$ cat src/rtl/vga_fb_write_arbiter_pkg.sv
// Shared definitions for the framebuffer write arbiter: FSM state encodings,
// default screen geometry and small elaboration-time helpers.
package vga_fb_write_arbiter_pkg;

  typedef enum logic [1:0] {
    FB_IDLE  = 2'd0,
    FB_PEND  = 2'd1,
    FB_CLEAR = 2'd2
  } fbState_t;

  localparam int DEF_H_ACTIVE   = 640;
  localparam int DEF_V_ACTIVE   = 480;
  localparam int DEF_ADDR_W     = 19;
  localparam int DEF_COLOR_W    = 3;
  localparam int DEF_FIFO_DEPTH = 4;

  // Number of pixels written by one full-screen fill.
  function automatic int pixelCount(input int hActive, input int vActive);
    return hActive * vActive;
  endfunction

  // Counter width able to hold every value 0..depth.
  function automatic int occupancyWidth(input int depth);
    return $clog2(depth) + 1;
  endfunction

endpackage

$ cat src/rtl/vga_fb_write_arbiter_if.sv
// Bus bundle between the execute stage / clear control and the arbiter,
// including the video memory write port it drives.
interface vga_fb_write_arbiter_if #(
  parameter int ADDR_W  = 19,
  parameter int COLOR_W = 3
);
  logic               iCpuWrReq;
  logic [ADDR_W-1:0]  iCpuAddr;
  logic [COLOR_W-1:0] iCpuColor;
  logic               oCpuBusy;
  logic               iClearStart;
  logic [COLOR_W-1:0] iClearColor;
  logic               oClearBusy;
  logic               oClearDone;
  logic               oMemWe;
  logic [ADDR_W-1:0]  oMemWrAddr;
  logic [COLOR_W-1:0] oMemWrData;

  modport master (
    output iCpuWrReq, iCpuAddr, iCpuColor, iClearStart, iClearColor,
    input  oCpuBusy, oClearBusy, oClearDone, oMemWe, oMemWrAddr, oMemWrData
  );

  modport slave (
    input  iCpuWrReq, iCpuAddr, iCpuColor, iClearStart, iClearColor,
    output oCpuBusy, oClearBusy, oClearDone, oMemWe, oMemWrAddr, oMemWrData
  );
endinterface

$ cat src/rtl/vga_fb_write_arbiter_pixel_wr_fifo.sv
// Posted-write FIFO for CPU pixel writes. Pushes while full and pops while
// empty are ignored; read data is the current head entry.
module pixel_wr_fifo #(
  parameter int WIDTH = 22,
  parameter int DEPTH = 4,
  localparam int PTR_W = $clog2(DEPTH),
  localparam int CNT_W = PTR_W + 1
) (
  input  logic             Clock,
  input  logic             Reset,
  input  logic             push,
  input  logic             pop,
  input  logic [WIDTH-1:0] wrData,
  output logic [WIDTH-1:0] rdData,
  output logic             full,
  output logic             empty,
  output logic [CNT_W-1:0] count
);

  logic [WIDTH-1:0] mem_r [DEPTH];
  logic [PTR_W-1:0] wrPtr_r;
  logic [PTR_W-1:0] rdPtr_r;
  logic [CNT_W-1:0] count_r;
  logic             full_s;
  logic             empty_s;
  logic             doPush_s;
  logic             doPop_s;

  // Occupancy flags and qualified push/pop strobes.
  always_comb begin
    full_s   = (count_r == CNT_W'(DEPTH));
    empty_s  = (count_r == '0);
    doPush_s = push && !full_s;
    doPop_s  = pop && !empty_s;
  end

  // Storage, pointers and occupancy; pointers wrap naturally (depth is a power of two).
  always_ff @(posedge Clock or posedge Reset) begin
    if (Reset) begin
      for (int i = 0; i < DEPTH; i++) begin
        mem_r[i] <= '0;
      end
      wrPtr_r <= '0;
      rdPtr_r <= '0;
      count_r <= '0;
    end else begin
      if (doPush_s) begin
        mem_r[wrPtr_r] <= wrData;
        wrPtr_r        <= wrPtr_r + PTR_W'(1);
      end
      if (doPop_s) begin
        rdPtr_r <= rdPtr_r + PTR_W'(1);
      end
      case ({doPush_s, doPop_s})
        2'b10:   count_r <= count_r + CNT_W'(1);
        2'b01:   count_r <= count_r - CNT_W'(1);
        default: count_r <= count_r;
      endcase
    end
  end

  assign rdData = mem_r[rdPtr_r];
  assign full   = full_s;
  assign empty  = empty_s;
  assign count  = count_r;

endmodule

$ cat src/rtl/vga_fb_write_arbiter.sv
// Single write port arbiter for the video memory: posted CPU pixel writes and
// a full-screen fill engine, with program order kept across a clear.
module vga_fb_write_arbiter
  import vga_fb_write_arbiter_pkg::*;
#(
  parameter int H_ACTIVE   = DEF_H_ACTIVE,
  parameter int V_ACTIVE   = DEF_V_ACTIVE,
  parameter int ADDR_W     = DEF_ADDR_W,
  parameter int COLOR_W    = DEF_COLOR_W,
  parameter int FIFO_DEPTH = DEF_FIFO_DEPTH
) (
  input logic                   Clock,
  input logic                   Reset,
  vga_fb_write_arbiter_if.slave fb
);

  localparam int FIFO_W = ADDR_W + COLOR_W;
  localparam int CNT_W  = occupancyWidth(FIFO_DEPTH);
  localparam int PIXELS = pixelCount(H_ACTIVE, V_ACTIVE);
  localparam logic [ADDR_W-1:0] LAST_ADDR = ADDR_W'(PIXELS - 1);

  fbState_t           state_r;
  logic [CNT_W-1:0]   preCount_r;
  logic [ADDR_W-1:0]  fillAddr_r;
  logic               lastFill_r;
  logic [COLOR_W-1:0] clearColor_r;
  logic               clearBusy_r;
  logic               clearDone_r;
  logic               memWe_r;
  logic [ADDR_W-1:0]  memWrAddr_r;
  logic [COLOR_W-1:0] memWrData_r;

  logic               fifoFull_s;
  logic               fifoEmpty_s;
  logic [CNT_W-1:0]   fifoCount_s;
  logic [FIFO_W-1:0]  fifoRdData_s;
  logic [ADDR_W-1:0]  fifoAddr_s;
  logic [COLOR_W-1:0] fifoColor_s;
  logic               pushAcc_s;
  logic               popAcc_s;
  logic [CNT_W-1:0]   occNext_s;

  pixel_wr_fifo #(
    .WIDTH (FIFO_W),
    .DEPTH (FIFO_DEPTH)
  ) u_fifo (
    .Clock  (Clock),
    .Reset  (Reset),
    .push   (pushAcc_s),
    .pop    (popAcc_s),
    .wrData ({fb.iCpuAddr, fb.iCpuColor}),
    .rdData (fifoRdData_s),
    .full   (fifoFull_s),
    .empty  (fifoEmpty_s),
    .count  (fifoCount_s)
  );

  // Push/pop qualification; the FIFO only drains outside the fill so queued writes land on top of it.
  always_comb begin
    pushAcc_s   = fb.iCpuWrReq && !fifoFull_s;
    popAcc_s    = 1'b0;
    fifoAddr_s  = fifoRdData_s[FIFO_W-1:COLOR_W];
    fifoColor_s = fifoRdData_s[COLOR_W-1:0];
    if (!fifoEmpty_s && ((state_r == FB_IDLE) || (state_r == FB_PEND))) begin
      popAcc_s = 1'b1;
    end else begin
      popAcc_s = 1'b0;
    end
    // Entries still queued after this edge: everything ahead of a clear started now.
    occNext_s = fifoCount_s + CNT_W'(pushAcc_s) - CNT_W'(popAcc_s);
  end

  // Arbiter FSM with registered write port and clear status.
  always_ff @(posedge Clock or posedge Reset) begin
    if (Reset) begin
      state_r      <= FB_IDLE;
      preCount_r   <= '0;
      fillAddr_r   <= '0;
      lastFill_r   <= 1'b0;
      clearColor_r <= '0;
      clearBusy_r  <= 1'b0;
      clearDone_r  <= 1'b0;
      memWe_r      <= 1'b0;
      memWrAddr_r  <= '0;
      memWrData_r  <= '0;
    end else begin
      memWe_r     <= 1'b0;
      memWrAddr_r <= '0;
      memWrData_r <= '0;
      clearDone_r <= 1'b0;
      case (state_r)
        FB_IDLE: begin
          if (popAcc_s) begin
            memWe_r     <= 1'b1;
            memWrAddr_r <= fifoAddr_s;
            memWrData_r <= fifoColor_s;
          end
          if (fb.iClearStart) begin
            clearColor_r <= fb.iClearColor;
            clearBusy_r  <= 1'b1;
            fillAddr_r   <= '0;
            lastFill_r   <= 1'b0;
            preCount_r   <= occNext_s;
            state_r      <= (occNext_s == '0) ? FB_CLEAR : FB_PEND;
          end
        end
        FB_PEND: begin
          // PEND is only entered with entries queued, so a pop is always available here.
          if (popAcc_s) begin
            memWe_r     <= 1'b1;
            memWrAddr_r <= fifoAddr_s;
            memWrData_r <= fifoColor_s;
            preCount_r  <= preCount_r - CNT_W'(1);
            if (preCount_r == CNT_W'(1)) begin
              state_r <= FB_CLEAR;
            end
          end
        end
        FB_CLEAR: begin
          if (lastFill_r) begin
            state_r     <= FB_IDLE;
            clearDone_r <= 1'b1;
            clearBusy_r <= 1'b0;
            lastFill_r  <= 1'b0;
            fillAddr_r  <= '0;
            preCount_r  <= '0;
          end else begin
            memWe_r     <= 1'b1;
            memWrAddr_r <= fillAddr_r;
            memWrData_r <= clearColor_r;
            if (fillAddr_r == LAST_ADDR) begin
              lastFill_r <= 1'b1;
            end else begin
              fillAddr_r <= fillAddr_r + ADDR_W'(1);
            end
          end
        end
        default: begin
          state_r     <= FB_IDLE;
          clearBusy_r <= 1'b0;
          lastFill_r  <= 1'b0;
        end
      endcase
    end
  end

  assign fb.oCpuBusy   = fifoFull_s;
  assign fb.oClearBusy = clearBusy_r;
  assign fb.oClearDone = clearDone_r;
  assign fb.oMemWe     = memWe_r;
  assign fb.oMemWrAddr = memWrAddr_r;
  assign fb.oMemWrData = memWrData_r;

endmodule

$ cat src/flat_wrapper.sv
// flat-port wrapper written by rule: the top's interface ports become plain ports
module vga_fb_write_arbiter_flat import vga_fb_write_arbiter_pkg::*;
#(
  parameter int H_ACTIVE   = DEF_H_ACTIVE,
  parameter int V_ACTIVE   = DEF_V_ACTIVE,
  parameter int ADDR_W     = DEF_ADDR_W,
  parameter int COLOR_W    = DEF_COLOR_W,
  parameter int FIFO_DEPTH = DEF_FIFO_DEPTH
)
  (Clock, Reset, fb_iCpuWrReq, fb_iCpuAddr, fb_iCpuColor, fb_iClearStart, fb_iClearColor, fb_oCpuBusy, fb_oClearBusy, fb_oClearDone, fb_oMemWe, fb_oMemWrAddr, fb_oMemWrData);
  vga_fb_write_arbiter_if #(.ADDR_W(ADDR_W), .COLOR_W(COLOR_W)) fb_i ();
  input logic Clock;
  input logic Reset;
  input wire logic [$bits(fb_i.iCpuWrReq)-1:0] fb_iCpuWrReq;
  input wire logic [$bits(fb_i.iCpuAddr)-1:0] fb_iCpuAddr;
  input wire logic [$bits(fb_i.iCpuColor)-1:0] fb_iCpuColor;
  input wire logic [$bits(fb_i.iClearStart)-1:0] fb_iClearStart;
  input wire logic [$bits(fb_i.iClearColor)-1:0] fb_iClearColor;
  output wire logic [$bits(fb_i.oCpuBusy)-1:0] fb_oCpuBusy;
  output wire logic [$bits(fb_i.oClearBusy)-1:0] fb_oClearBusy;
  output wire logic [$bits(fb_i.oClearDone)-1:0] fb_oClearDone;
  output wire logic [$bits(fb_i.oMemWe)-1:0] fb_oMemWe;
  output wire logic [$bits(fb_i.oMemWrAddr)-1:0] fb_oMemWrAddr;
  output wire logic [$bits(fb_i.oMemWrData)-1:0] fb_oMemWrData;
  assign fb_i.iCpuWrReq = fb_iCpuWrReq;
  assign fb_i.iCpuAddr = fb_iCpuAddr;
  assign fb_i.iCpuColor = fb_iCpuColor;
  assign fb_i.iClearStart = fb_iClearStart;
  assign fb_i.iClearColor = fb_iClearColor;
  assign fb_oCpuBusy = fb_i.oCpuBusy;
  assign fb_oClearBusy = fb_i.oClearBusy;
  assign fb_oClearDone = fb_i.oClearDone;
  assign fb_oMemWe = fb_i.oMemWe;
  assign fb_oMemWrAddr = fb_i.oMemWrAddr;
  assign fb_oMemWrData = fb_i.oMemWrData;
  vga_fb_write_arbiter #(.H_ACTIVE(H_ACTIVE), .V_ACTIVE(V_ACTIVE), .ADDR_W(ADDR_W), .COLOR_W(COLOR_W), .FIFO_DEPTH(FIFO_DEPTH)) u_core (.Clock(Clock), .Reset(Reset), .fb(fb_i));
endmodule
$ cat config.mk
export PLATFORM = sky130hd
export DESIGN_NAME = vga_fb_write_arbiter_flat
export DESIGN_NICKNAME = d
export VERILOG_FILES = /design/src/rtl/vga_fb_write_arbiter_pkg.sv /design/src/rtl/vga_fb_write_arbiter_if.sv /design/src/rtl/vga_fb_write_arbiter_pixel_wr_fifo.sv /design/src/rtl/vga_fb_write_arbiter.sv /design/src/flat_wrapper.sv
export SDC_FILE = /design/constraint.sdc
export NUM_CORES = 1
export LEC_CHECK = 0
export BUFFER_PORTS_ARGS = -buffer_cell sky130_fd_sc_hd__buf_2
export CORE_ASPECT_RATIO = 1.5
export CORE_MARGIN = 3
export CORE_UTILIZATION = 45
export CTS_CLUSTER_DIAMETER = 50
export DETAILED_ROUTE_END_ITERATION = 8
export PLACE_DENSITY_LB_ADDON = 0.05
export SLEW_MARGIN = 5
export SYNTH_ARGS = -nofsm -noshare
export SYNTH_HDL_FRONTEND = slang
export SYNTH_HIERARCHICAL = 1
export SYNTH_SLANG_ARGS = --single-unit
$ cat constraint.sdc
create_clock -name Clock -period 5.18 [get_ports Clock]
set_clock_uncertainty 0.15 [all_clocks]
set_input_delay 1.036 -clock Clock [delete_from_list [all_inputs] [get_ports Clock]]
set_output_delay 1.036 -clock Clock [all_outputs]
set_load 0.05 [all_outputs]
==> results.json, run 1 <==
{
  "rsz0062_at_grt": "no",
  "synth.distinct_cells": 56,
  "hold_path_class": "flip-flop to flip-flop",
  "cts-root-buf": "clkbuf_16",
  "p_per_area_nw_per_um2": 485.8,
  "r2r_setup_slack_ns": 1.98,
  "setup_viol_count_final": 0,
  "cts.sinks": 148,
  "yosysTopAreaCell": "dfrtp_1",
  "vias": 4413,
  "grt_max_degree": 54,
  "cp-start-kind": "flip-flop",
  "status": "finished, final reports clean",
  "crit_type": "flip-flop to flip-flop",
  "critPathMaxFanout": 6,
  "fin_cells": 806,
  "hold_buffers": 0,
  "synth_warnings": 6,
  "die_width_um": 108.5,
  "cts-htree-levels": 4,
  "area_delta_synth_final_pct": 14.32,
  "post-route-period-util_pct": 61.87,
  "ir_drop_mv": 0.2829,
  "port_buffers": 54,
  "cts_setup_buffers": 0,
  "cts_tree": "built",
  "drc": 0,
  "clkTransAtPathRegs_ns": 0.06,
  "dp_hpwl_mm": 10.19,
  "rows": 55,
  "first_pass_iters": 4,
  "synth_area_um2": 7093,
  "synth.area.top_cells": "dfrtp_1, mux2_2, mux4_2",
  "maxCapViolations": 0,
  "antenna_found_initial": 1,
  "via_per_inst": 5.475,
  "timing.fmax_mhz": 312.0,
  "seq_area_frac_synth_pct": 52.21,
  "wl_mm": 15.16,
  "clk_path_buf_depth": 2,
  "ys_seq_elements": 148,
  "async_flop_share_pct": 100.0,
  "finalSetupTns_ns": 0,
  "gp_congestion": 0.8198,
  "cts_buffers": 17,
  "maxSlewHeadroom_pct": 31.44,
  "insertion_delay_ns": 0.41,
  "pin_count": 55,
  "hold_viol_final": 0,
  "worst-slew-pin-transition_ns": 1.028,
  "netlist.area_leader.share_pct": 52.21,
  "grt_pass1_wl_mm": 25.41,
  "fp.coreArea_um2": 15280,
  "whs_ns": 0.3512,
  "fin_crit_ns": 3.205,
  "p_leak_nw": 3.547,
  "drtIter0Drc": 165,
  "avgRoutedWirePerCell_um": 18.81,
  "ys.flop_type": "dfrtp_1",
  "initial_utilization_pct": 46.43,
  "fillers": 1336,
  "finalMaxSlewViolations": 0,
  "grt_overflow": 0,
  "die_y_um": 159.8,
  "post_synth.cell_area_avg_um2": 13.06,
  "n_antenna_cell": 0,
  "ant_nets": 0,
  "cts_resized": 0,
  "grt.total_usage_pct": 18.96,
  "syn_inst": 543,
  "dp_cells": 775,
  "fin_nets": 640,
  "final_layout_size_suffix_gt1_share_pct": 38.06,
  "synth_edf_count": 0,
  "cp.required_ns": 5.33,
  "critPathCaptureType": "flip-flop",
  "grt_pass1_vias": 4881,
  "worst_ep_arrival_time_ns": 3.36,
  "dieArea_um2": 17340,
  "syn-num-nets": 588
}
==> synthesized netlist by cell type (6+ instances only) <==
| master | number |
|---|---|
| buf_6 | 10 |
| ha_1 | 14 |
| inv_1 | 33 |
| o221ai_2 | 7 |
| nor2_1 | 34 |
| nand3_1 | 14 |
| nor3_1 | 9 |
| dfrtp_1 | 148 |
| o22ai_1 | 6 |
| nand2_1 | 32 |
| mux2_2 | 92 |
| buf_2 | 8 |
| a22oi_1 | 13 |
| nand2b_1 | 7 |
| mux4_2 | 22 |
| clkbuf_1 | 7 |
| a21oi_1 | 14 |
==> critical path: stages (launching register included) <==
cell and delay [ns]:
dfrtp_1 0.46, nor3_1 0.51, nor2_1 0.14, ha_1 0.30, inv_1 0.04, ha_1 0.18, fa_1 0.38, xor2_1 0.16
xnor2_1 0.15, or3_1 0.34, a311oi_1 0.29
==> sequential cells by signal (all words and copies together), names as in the netlist, 2 cells and up <==
signal / count
u_core/fb.oMemWrData: 3
u_core/preCount_r: 3
u_core/clearColor_r: 3
u_core/state_r: 2
u_core/u_fifo/mem_r: 88
u_core/u_fifo/count: 3
u_core/fb.oMemWrAddr: 19
u_core/fillAddr_r: 19
u_core/u_fifo/rdPtr_r: 2
u_core/u_fifo/wrPtr_r: 2
==> logic make-up after synthesis <==
group	share of synthesized area [%]
fa+ha+maj	3.034
simple gates	9.384
flops	52.21
compound gates	7.497
buf+inv	4.534
xor+xnor	0.9877
mux	22.35
==> layout by cell type (no fill, tap or decap), types with 3 or more instances in the layout <==
cell type / count
xor2_1: 4
o22ai_1: 6
inv_1: 31
xnor2_1: 4
a211oi_1: 4
mux2i_1: 4
nand3_1: 14
nor3_1: 9
clkbuf_8: 4
ha_1: 14
clkbuf_16: 17
bufinv_16: 3
a21oi_1: 14
mux4_2: 22
a221oi_1: 3
buf_2: 54
a22oi_1: 13
mux2_2: 92
and4_1: 4
dfrtp_1: 148
buf_4: 8
nand2b_1: 7
nand3b_1: 3
nand2_1: 32
clkinv_2: 5
o221ai_2: 7
and3_1: 4
nand4_1: 4
nor2_1: 30
==> power breakdown <==
part           leakage, nW  switching [mW]  internal [mW]
sequential            1.70           0.198           1.53
clock                0.302           0.454          0.804
combinational         1.55           0.388          0.561
total                 3.55            1.04           2.90
==> per-layer routing <==
layer	wire length, µm	global-route usage, %
met5	13	0
met4	133	5.169
met3	476	5.378
met2	7902	31.34
met1	6634	24.30
==> layout make-up <==
class                           count  area (µm²)  share of cell area (%)
Sequential cell                   148        3704                   45.67
Multi-Input combinational cell    333        3090                   38.11
Clock buffer                       22       484.2                   5.971
Timing Repair Buffer               62       330.3                   4.073
Tap cell                          199       249.0                   3.071
Clock inverter                      9       126.4                   1.558
Inverter                           33       125.1                   1.543
==> metrics by stage <==
stage / total power, mW / setup slack [ns] / area, µm² / util [%]
after floorplan: 2.479 / 1.517 / 7093 / -
after global placement: 2.653 / 1.977 / 7498 / 49.08
after detailed placement: 2.719 / 1.872 / 7498 / 49.08
after CTS: 3.996 / 1.973 / 8109 / 53.08
final: 3.939 / 1.975 / 8109 / 53.08
after global routing: 4.171 / 1.730 / 8109 / 53.08
==> final timing paths <==
kind,from,end,cells after the start
setup / recovery,u_core/u_fifo/count[1]$_DFFE_PP0P_,u_core/state_r[1]$_DFFE_PP0P_,10
hold / removal,u_core/u_fifo/mem_r[43]$_DFFE_PP0P_,u_core/u_fifo/mem_r[43]$_DFFE_PP0P_,1
setup reg to reg,u_core/u_fifo/count[1]$_DFFE_PP0P_,u_core/state_r[1]$_DFFE_PP0P_,10
hold reg to reg,u_core/u_fifo/mem_r[43]$_DFFE_PP0P_,u_core/u_fifo/mem_r[43]$_DFFE_PP0P_,1
max in group asynchronous,Reset,u_core/u_fifo/mem_r[49]$_DFFE_PP0P_,3
min in group asynchronous,Reset,u_core/u_fifo/mem_r[61]$_DFFE_PP0P_,2
No activity file was read; power rests on OpenSTA's default activity.
==> run 2: changes to the inputs <==
==> constraint.sdc (replaced) <==
create_clock -name Clock -period 2.7 [get_ports Clock]
set_clock_uncertainty 0.15 [all_clocks]
set_input_delay 0.54 -clock Clock [delete_from_list [all_inputs] [get_ports Clock]]
set_output_delay 0.54 -clock Clock [all_outputs]
set_load 0.05 [all_outputs]
==> results.json, run 2 (synthesis gave the netlist of run 1 again) <==
{
  "fp.coreArea_um2": 15280,
  "rsz0062_at_grt": "yes",
  "p_per_area_nw_per_um2": 929.8,
  "critPathMaxFanout": 2,
  "drtIter0Drc": 227,
  "drc": 0,
  "setup_viol_count_final": 2,
  "hold_buffers": 0,
  "worst_ep_arrival_time_ns": 2.93,
  "vias": 4619,
  "cp-start-kind": "flip-flop",
  "pin_count": 55,
  "area_delta_synth_final_pct": 19.12,
  "die_width_um": 108.5,
  "timing.fmax_mhz": 361.8,
  "insertion_delay_ns": 0.42,
  "critPathCaptureType": "flip-flop",
  "placed_area_um2": 7735,
  "dp_cells": 798,
  "fillers": 1305,
  "clk_path_buf_depth": 2,
  "grt_max_degree": 45,
  "finalSetupTns_ns": -0.1074,
  "hold_path_class": "input port to async pin",
  "cp.required_ns": 2.86,
  "grt.total_usage_pct": 19.37,
  "maxCapViolations": 0,
  "fin_nets": 666,
  "stdcell_area_um2": 8449,
  "fin_crit_ns": 2.764,
  "dieArea_um2": 17340,
  "grt_overflow": 0,
  "wl_mm": 15.65,
  "final_cell_mix": "dfrtp_1, mux2_2, buf_2",
  "top_register": "u_core/u_fifo/mem_r",
  "avgRoutedWirePerCell_um": 18.78,
  "largest_reg_flops": 88,
  "antenna_found_initial": 0,
  "violations": "setup timing",
  "cts.sinks": 148,
  "finalPower_mw": 7.856,
  "maxSlewHeadroom_pct": 54.80,
  "die_y_um": 159.8,
  "fin_cells": 833,
  "dp_hpwl_mm": 10.77,
  "status": "complete, but fails checks",
  "gp_congestion": 0.8545,
  "via_per_inst": 5.545,
  "cts-htree-levels": 4,
  "final_layout_size_suffix_gt1_share_pct": 42.74,
  "port_buffers": 54,
  "setup_slack_ns": -0.06423,
  "hold_viol_final": 0,
  "crit_type": "flip-flop to flip-flop",
  "cts-root-buf": "clkbuf_16",
  "rows": 55,
  "finalMaxSlewViolations": 0,
  "p_leak_nw": 3.700,
  "grt_pass1_vias": 4949,
  "worst-slew-pin-transition_ns": 0.6766,
  "cts_buffers": 17,
  "cts_tree": "built",
  "clkTransAtPathRegs_ns": 0.06,
  "ir_drop_mv": 0.5561,
  "layout_commonest_cell": "dfrtp_1",
  "post-route-period-util_pct": 102.4,
  "ant_nets": 0,
  "n_antenna_cell": 0,
  "initial_utilization_pct": 46.43,
  "grt_pass1_wl_mm": 26.12,
  "first_pass_iters": 4
}
==> run 2: changes by cell type in the layout (fill, tap and decap cells not counted), sizes merged <==
cell	before	now
clkbuf	22	19
inv	32	36
bufinv	3	4
buf	62	88
clkinv	6	3
clkinvlp	1	3
==> run 2: per-stage QoR <==
stage	hold WS (ns)	utilization, %	setup slack, ns
after floorplan	0.3251	-	-0.3672
after global placement	0.3336	50.63	-0.04033
after detailed placement	0.3420	50.63	-0.1531
after CTS	0.05474	55.19	-0.1388
after global routing	0.07612	55.31	-0.1426
final	0.04777	55.31	-0.06423
==> run 2: cell type report <==
cell class                      count  area [µm²]  area share, %
Inverter                           33       127.6          1.510
Clock inverter                     13       196.4          2.325
Sequential cell                   148        3705          43.85
Clock buffer                       19       442.9          5.242
Multi-Input combinational cell    333        3149          37.27
Tap cell                          199       249.0          2.947
Timing Repair Buffer               88       579.3          6.856
==> run 2: timing repair <==
action                                  4_1_cts  5_1_grt
endpoints found under the setup margin        2        4
pin swaps                                     8        5
setup buffers                                 2        1
gates resized for setup                       9        2
endpoints found under the hold margin         0        0
==> run 2: critical path: stages, from the launching register on <==
cell and delay, ns:
dfrtp_1 0.36, inv_1 0.09, ha_2 0.20, nor2_4 0.09, nor2_2 0.05, ha_1 0.28, inv_1 0.04, ha_2 0.17
fa_2 0.33, xor2_1 0.16, xnor2_1 0.14, or3_4 0.35, a31o_4 0.22
==> run 2: final timing paths <==
check | endpoint | cells past startpoint | slack, ns | from
worst max-delay path | u_core/state_r[0]$_DFFE_PP0P_ | 12 | -0.06 | u_core/state_r[1]$_DFFE_PP0P_
worst min-delay path | u_core/clearColor_r[2]$_DFFE_PP0P_ | 2 | 0.05 | Reset
worst max register to register | u_core/state_r[0]$_DFFE_PP0P_ | 12 | -0.06 | u_core/state_r[1]$_DFFE_PP0P_
worst min register to register | u_core/u_fifo/mem_r[26]$_DFFE_PP0P_ | 1 | 0.35 | u_core/u_fifo/mem_r[26]$_DFFE_PP0P_
max in group asynchronous | u_core/u_fifo/mem_r[41]$_DFFE_PP0P_ | 3 | 1.67 | Reset
min in group Clock | u_core/clearColor_r[0]$_DFFE_PP0P_ | 2 | 0.20 | fb_iClearColor[0]
==> run 2: metal layers <==
layer / wire (µm) / part of all wire [%] / vias up / global-route usage, %
li1: - / - / 2123 / -
met1: 6631 / 42 / 2400 / 24.78
met2: 8327 / 53 / 78 / 32.58
met3: 436 / 2.8 / 18 / 4.246
met4: 251 / 1.6 / 0 / 6.031
met5: 0 / 0 / - / 0
==> run 2: report_power, final <==
part	internal [mW]	leakage [nW]	switching [mW]
Clock	1.59	0.305	0.943
Sequential	2.95	1.70	0.375
Combinational	1.21	1.70	0.790
Total	5.75	3.70	2.11
